**config.mk**
```make
export PLATFORM = sky130hd
export DESIGN_NAME = uart_rx_buffer
export DESIGN_NICKNAME = d
export VERILOG_FILES = /design/src/rtl/uart_rx_buffer_pkg.sv /design/src/rtl/uart_sync_fifo.sv /design/src/rtl/uart_rx_buffer.sv
export SDC_FILE = /design/constraint.sdc
export NUM_CORES = 1
export LEC_CHECK = 0
export ABC_CLOCK_PERIOD_IN_PS = 3250
export BUFFER_PORTS_ARGS = -buffer_cell sky130_fd_sc_hd__buf_2
export CORE_MARGIN = 3
export CORE_UTILIZATION = 45
export CTS_CLUSTER_DIAMETER = 80
export DETAILED_ROUTE_END_ITERATION = 10
export GPL_ROUTABILITY_DRIVEN = 0
export PLACE_DENSITY_LB_ADDON = 0.2
export SKIP_CTS_REPAIR_TIMING = 1
export SYNTH_ARGS = -nofsm -noshare
export SYNTH_HDL_FRONTEND = slang
export SYNTH_SLANG_ARGS = --single-unit
```
**constraint.sdc**
```tcl
create_clock -name clk -period 3.25 [get_ports clk]
set_clock_uncertainty 0.05 [all_clocks]
set_input_delay 0.4875 -clock clk [delete_from_list [all_inputs] [get_ports clk]]
set_output_delay 0.4875 -clock clk [all_outputs]
set_load 0.02 [all_outputs]
```
**src/rtl/uart_rx_buffer_pkg.sv**
```systemverilog
// Shared definitions for the UART receive-side buffer and its FIFO.
package uart_rx_buffer_pkg;

    localparam int UART_DATA_W = 8;

    function automatic logic is_rise(input logic cur, input logic prev);
        return cur & ~prev;
    endfunction

endpackage

```
**src/rtl/uart_sync_fifo.sv**
```systemverilog
// Synchronous first-word-fall-through FIFO; head entry is read combinationally from memory.
module uart_sync_fifo
    import uart_rx_buffer_pkg::*;
#(
    parameter int WIDTH = UART_DATA_W,
    parameter int DEPTH = 16,
    localparam int ADDR_W = $clog2(DEPTH),
    localparam int CNT_W  = ADDR_W + 1
) (
    input  logic              clk,
    input  logic              reset,
    input  logic              push,
    input  logic [WIDTH-1:0]  wr_data,
    input  logic              pop,
    output logic [WIDTH-1:0]  rd_data,
    output logic [CNT_W-1:0]  count,
    output logic              full,
    output logic              empty
);

    logic [WIDTH-1:0]  mem_r [DEPTH];
    logic [ADDR_W-1:0] rd_ptr_r;
    logic [ADDR_W-1:0] wr_ptr_r;
    logic [CNT_W-1:0]  count_r;
    logic              do_push_s;
    logic              do_pop_s;

    assign full      = (count_r == CNT_W'(DEPTH));
    assign empty     = (count_r == {CNT_W{1'b0}});
    assign do_pop_s  = pop & ~empty;
    // A push into a full FIFO still lands when the same cycle frees a slot.
    assign do_push_s = push & (~full | do_pop_s);
    assign rd_data   = mem_r[rd_ptr_r];
    assign count     = count_r;

    // Pointer and occupancy tracking
    always_ff @(posedge clk or posedge reset) begin
        if (reset) begin
            rd_ptr_r <= {ADDR_W{1'b0}};
            wr_ptr_r <= {ADDR_W{1'b0}};
            count_r  <= {CNT_W{1'b0}};
        end else begin
            if (do_push_s) wr_ptr_r <= wr_ptr_r + ADDR_W'(1);
            if (do_pop_s)  rd_ptr_r <= rd_ptr_r + ADDR_W'(1);
            case ({do_push_s, do_pop_s})
                2'b10:   count_r <= count_r + CNT_W'(1);
                2'b01:   count_r <= count_r - CNT_W'(1);
                default: count_r <= count_r;
            endcase
        end
    end

    // Storage array; contents are not reset
    always_ff @(posedge clk) begin
        if (do_push_s) mem_r[wr_ptr_r] <= wr_data;
    end

endmodule

```
**src/rtl/uart_rx_buffer.sv**
```systemverilog
// Receive byte buffer: drops framing-error frames, counts error events, flags overflow.
module uart_rx_buffer
    import uart_rx_buffer_pkg::*;
#(
    parameter int DEPTH     = 16,
    parameter int ERR_CNT_W = 8,
    localparam int ADDR_W   = $clog2(DEPTH),
    localparam int CNT_W    = ADDR_W + 1
) (
    input  logic                   clk,
    input  logic                   reset,
    input  logic [UART_DATA_W-1:0] in_data,
    input  logic                   in_ready,
    input  logic                   in_error,
    output logic [UART_DATA_W-1:0] out_data,
    output logic                   out_valid,
    input  logic                   out_ready,
    output logic [CNT_W-1:0]       count,
    output logic                   overflow,
    output logic [ERR_CNT_W-1:0]   err_count,
    input  logic                   clr_status
);

    logic                 push_s;
    logic                 pop_s;
    logic                 full_s;
    logic                 empty_s;
    logic                 drop_s;
    logic                 err_edge_s;
    logic                 in_error_d_r;
    logic                 overflow_r;
    logic [ERR_CNT_W-1:0] err_count_r;

    assign push_s     = in_ready & ~in_error;
    assign out_valid  = ~empty_s;
    assign pop_s      = out_valid & out_ready;
    assign drop_s     = push_s & full_s & ~pop_s;
    assign err_edge_s = is_rise(in_error, in_error_d_r);
    assign overflow   = overflow_r;
    assign err_count  = err_count_r;

    uart_sync_fifo #(
        .WIDTH (UART_DATA_W),
        .DEPTH (DEPTH)
    ) u_fifo (
        .clk     (clk),
        .reset   (reset),
        .push    (push_s),
        .wr_data (in_data),
        .pop     (pop_s),
        .rd_data (out_data),
        .count   (count),
        .full    (full_s),
        .empty   (empty_s)
    );

    // Status: a new event in the clearing cycle takes precedence over the clear
    always_ff @(posedge clk or posedge reset) begin
        if (reset) begin
            in_error_d_r <= 1'b0;
            overflow_r   <= 1'b0;
            err_count_r  <= {ERR_CNT_W{1'b0}};
        end else begin
            in_error_d_r <= in_error;

            if (drop_s)          overflow_r <= 1'b1;
            else if (clr_status) overflow_r <= 1'b0;
            else                 overflow_r <= overflow_r;

            if (clr_status)
                err_count_r <= err_edge_s ? ERR_CNT_W'(1) : {ERR_CNT_W{1'b0}};
            else if (err_edge_s && (err_count_r != {ERR_CNT_W{1'b1}}))
                err_count_r <= err_count_r + ERR_CNT_W'(1);
            else
                err_count_r <= err_count_r;
        end
    end

endmodule

```
==> metrics.csv <==
stage;metric;value;unit
run_status;status;complete, no violations;
synth;async_flop_share;15.23;%
routing;first_pass_iters;4;
worst_setup_path;startpoint_type;flip-flop;
global_route;antenna_found_initial;0;
synth;postSynthAreaPerCell;16.71;µm²
routing;wl_per_cell;18.97;µm
clock_network;root_buffer;clkbuf_16;
synth;netlist_area;6334;µm²
floorplan;dieArea;15530;µm²
worst_setup_path;cp_max_fo;20;
sta;setup_tns;0;ps
global_route;grt_usage;15.89;%
floorplan;pin_count;37;
worst_setup_path;path_cells;buf_12, mux4_2, a22oi_1, nand2_1, buf_2;
sta;hold_viol_final;0;
sta;final-setup-viol-count;0;
min_path;holdPathStages;1;
synth;syn_inst;379;
worst_setup_path;worstSetupEndpointType;output pin;
final_layout;layout-drive-gt1-share;24.83;%
global_route;grt_overflow;0;
worst_setup_path;max_stage_delay;780;ps
synth;synth_mux_area_share;11.42;%
global_route;grt_pass1_vias;3419;
synth;synthSimpleGateAreaFrac;5.749;%
place;placedInstanceArea;6738;µm²
worst_setup_path;cp.required;2710;ps
sta;fmaxAchievable;0.3364;GHz
final_layout;finish.net_count;455;
clock_network;h-tree-depth;4;
synth;synth_cell_types;50;
worst_setup_path;r2r_slack;600;ps
synth;synth_ff_type;edfxtp_1;
synth;ys_ff_latch;151;
global_route;grt_pass1_wl;18640;µm
worst_setup_path;worstPathArrival;2430;ps
synth;ys_seq_area_share;69.77;%
worst_setup_path;rr_endpoint;u_fifo.count[4]$_DFFE_PP0P_;
routing;drtIter0Drc;254;
power;ir_drop;0.0004341;V
synth;synth-xor-area-share;1.659;%
final_layout;antenna_cells;0;
clock_network;max-clock-path-buffers;2;
clock_network;numCtsBuffers;17;
synth;synth-compound-area-share;6.539;%
sta;rsz0062_at_grt;no;
routing;vias;3383;
global_route;grt_max_degree;24;
sta;period_share;91.46;%
worst_setup_path;rr_worst_depth;10;
floorplan;std_cell_rows;42;
final_layout;final_cell_area;7321;µm²
sta;fin_hold_ws;172.4;ps
min_path;hold_class;in2reg;
floorplan;core_area;13510;µm²
floorplan;start_util;46.90;%
routing;routed_via_density;5.465;
clock_network;clkLatencyLatePin;410;ps
routing;drt_wl_total;11750;µm
power;powerDensity;855.1;nW/µm²
sta;tightest_slew;919.3;ps
sta;period_needed;2972;ps
sta;slew_headroom;38.64;%
worst_setup_path;worstSetupPathType;reg2out;
sta;drv_slew;0;
routing;ant_nets;0;
worst_setup_path;crit_buf_inv;2;
synth;yosys_warnings;0;
floorplan;die_y;124.6;µm
floorplan;die_x;124.6;µm
place;hpwl;7823;µm
min_path;hold-path-endpoint;in_error_d_r$_DFF_PP0_;
worst_setup_path;cp_top_family;flip-flops;
run;maxCapViolCount;0;
synth;synth_top_family_by_area;multiplexers;
synth;synth_fa_ha_area_share;1.778;%
final_layout;num-fill-cells;1051;
clock_network;tritoncts;yes;
power;power.total;6260;µW
final_layout;flow.area_growth_from_synthesis;15.59;%
place;io_buffers;36;
clock_network;clkSlewWorstSetupHoldPaths;60;ps
routing;drcViolationCount;0;
synth;syn_nets;402;
clock_network;cts_num_sinks;151;
min_path;hp-start;in_error;
synth;synth_edf_count;128;
power;p_leak;0.002647;µW
worst_setup_path;rr_startpoint;u_fifo.count[1]$_DFFE_PP0P_;
worst_setup_path;crit_path_top_delay_cell;dfrtp_2;
-- layer usage --
layer | vias up | part of all wire, % | track usage (%)
met3 | 12 | 5.2 | 4.288
met5 | - | 0 | 0
met2 | 78 | 50 | 25.48
li1 | 1590 | - | -
met4 | 0 | 1.0 | 5.996
met1 | 1703 | 44 | 20.88
-- flip-flops by register name (all words and copies together), names as in the netlist --
name	cells
u_fifo.count	5
u_fifo.wr_ptr_r	4
u_fifo.rd_ptr_r	4
overflow	1
in_error_d_r	1
u_fifo.mem_r	128
err_count	8
-- synth_stat cells (9+ instances only) --
master / n / share of area [%]
o21ai_0: 13 / 1.0
nor2_1: 15 / 0.89
mux4_2: 16 / 5.7
edfxtp_1: 128 / 61
nand2_1: 19 / 1.1
ha_1: 9 / 1.8
a221oi_1: 15 / 2.1
inv_1: 10 / 0.59
dfrtp_1: 23 / 9.1
a22oi_1: 9 / 1.1
mux2i_1: 34 / 5.4
buf_6: 9 / 1.6
-- layout by cell type (no fill, tap or decap), drive strengths merged, types with 13 or more instances in the layout --
cell type	n
edfxtp	128
buf	54
mux2i	34
dfrtp	23
nand2	20
clkbuf	18
mux4	16
a221oi	16
nor2	15
o21ai	13
-- power by group --
group	leakage (µW)	total, µW	switching (µW)	internal, µW
combinational	0.000928	1830	1030	804
sequential	0.00144	2510	236	2280
clock	0.000278	1920	720	1200
total	0.00265	6260	1980	4280
-- layout make-up --
type                    count  area, µm²  share of cell area (%)
flip-flops and latches    151       4420                   60.38
clock inverters            12      153.9                   2.102
clock buffers              18      429.2                   5.862
multi-input cells         198       1719                   23.48
well taps                 176      220.2                   3.008
repair buffers             54      340.3                   4.649
inverters                  10      37.54                  0.5127
-- worst max path at each step --
stage                              startpoint                     endpoint  slack, ps  cells after the start
6_report       u_fifo.rd_ptr_r[0]$_DFFE_PP0P_                  out_data[4]        280                      5
5_1_grt        u_fifo.rd_ptr_r[0]$_DFFE_PP0P_                  out_data[3]         50                      6
4_1_cts        u_fifo.rd_ptr_r[0]$_DFFE_PP0P_                  out_data[4]        230                      5
3_5_place_dp      u_fifo.count[1]$_DFFE_PP0P_  u_fifo.count[4]$_DFFE_PP0P_        620                     10
3_3_place_gp      u_fifo.count[1]$_DFFE_PP0P_  u_fifo.count[4]$_DFFE_PP0P_        680                     10
2_1_floorplan     u_fifo.count[1]$_DFFE_PP0P_  u_fifo.count[4]$_DFFE_PP0P_        720                     12
-- stage by stage --
stage | instances | setup WS (ps) | util (%)
after floorplan | 379 | 719.9 | -
after global placement | 589 | 677.3 | 49.89
after detailed placement | 589 | 617.7 | 49.89
after CTS | 619 | 232.8 | 54.21
after global routing | 619 | 49.81 | 54.21
final | 619 | 277.6 | 54.21
-- cells by family after synthesis --
family                     after synthesis
and+or+nand+nor                         69
buffers and inverters                   30
xor gates and xnor gates                12
adders and majority gates                9
DFF                                    151
AOI/OAI and AO/OA                       56
muxes                                   52
Note: power is estimated with default switching activity, not from simulation.
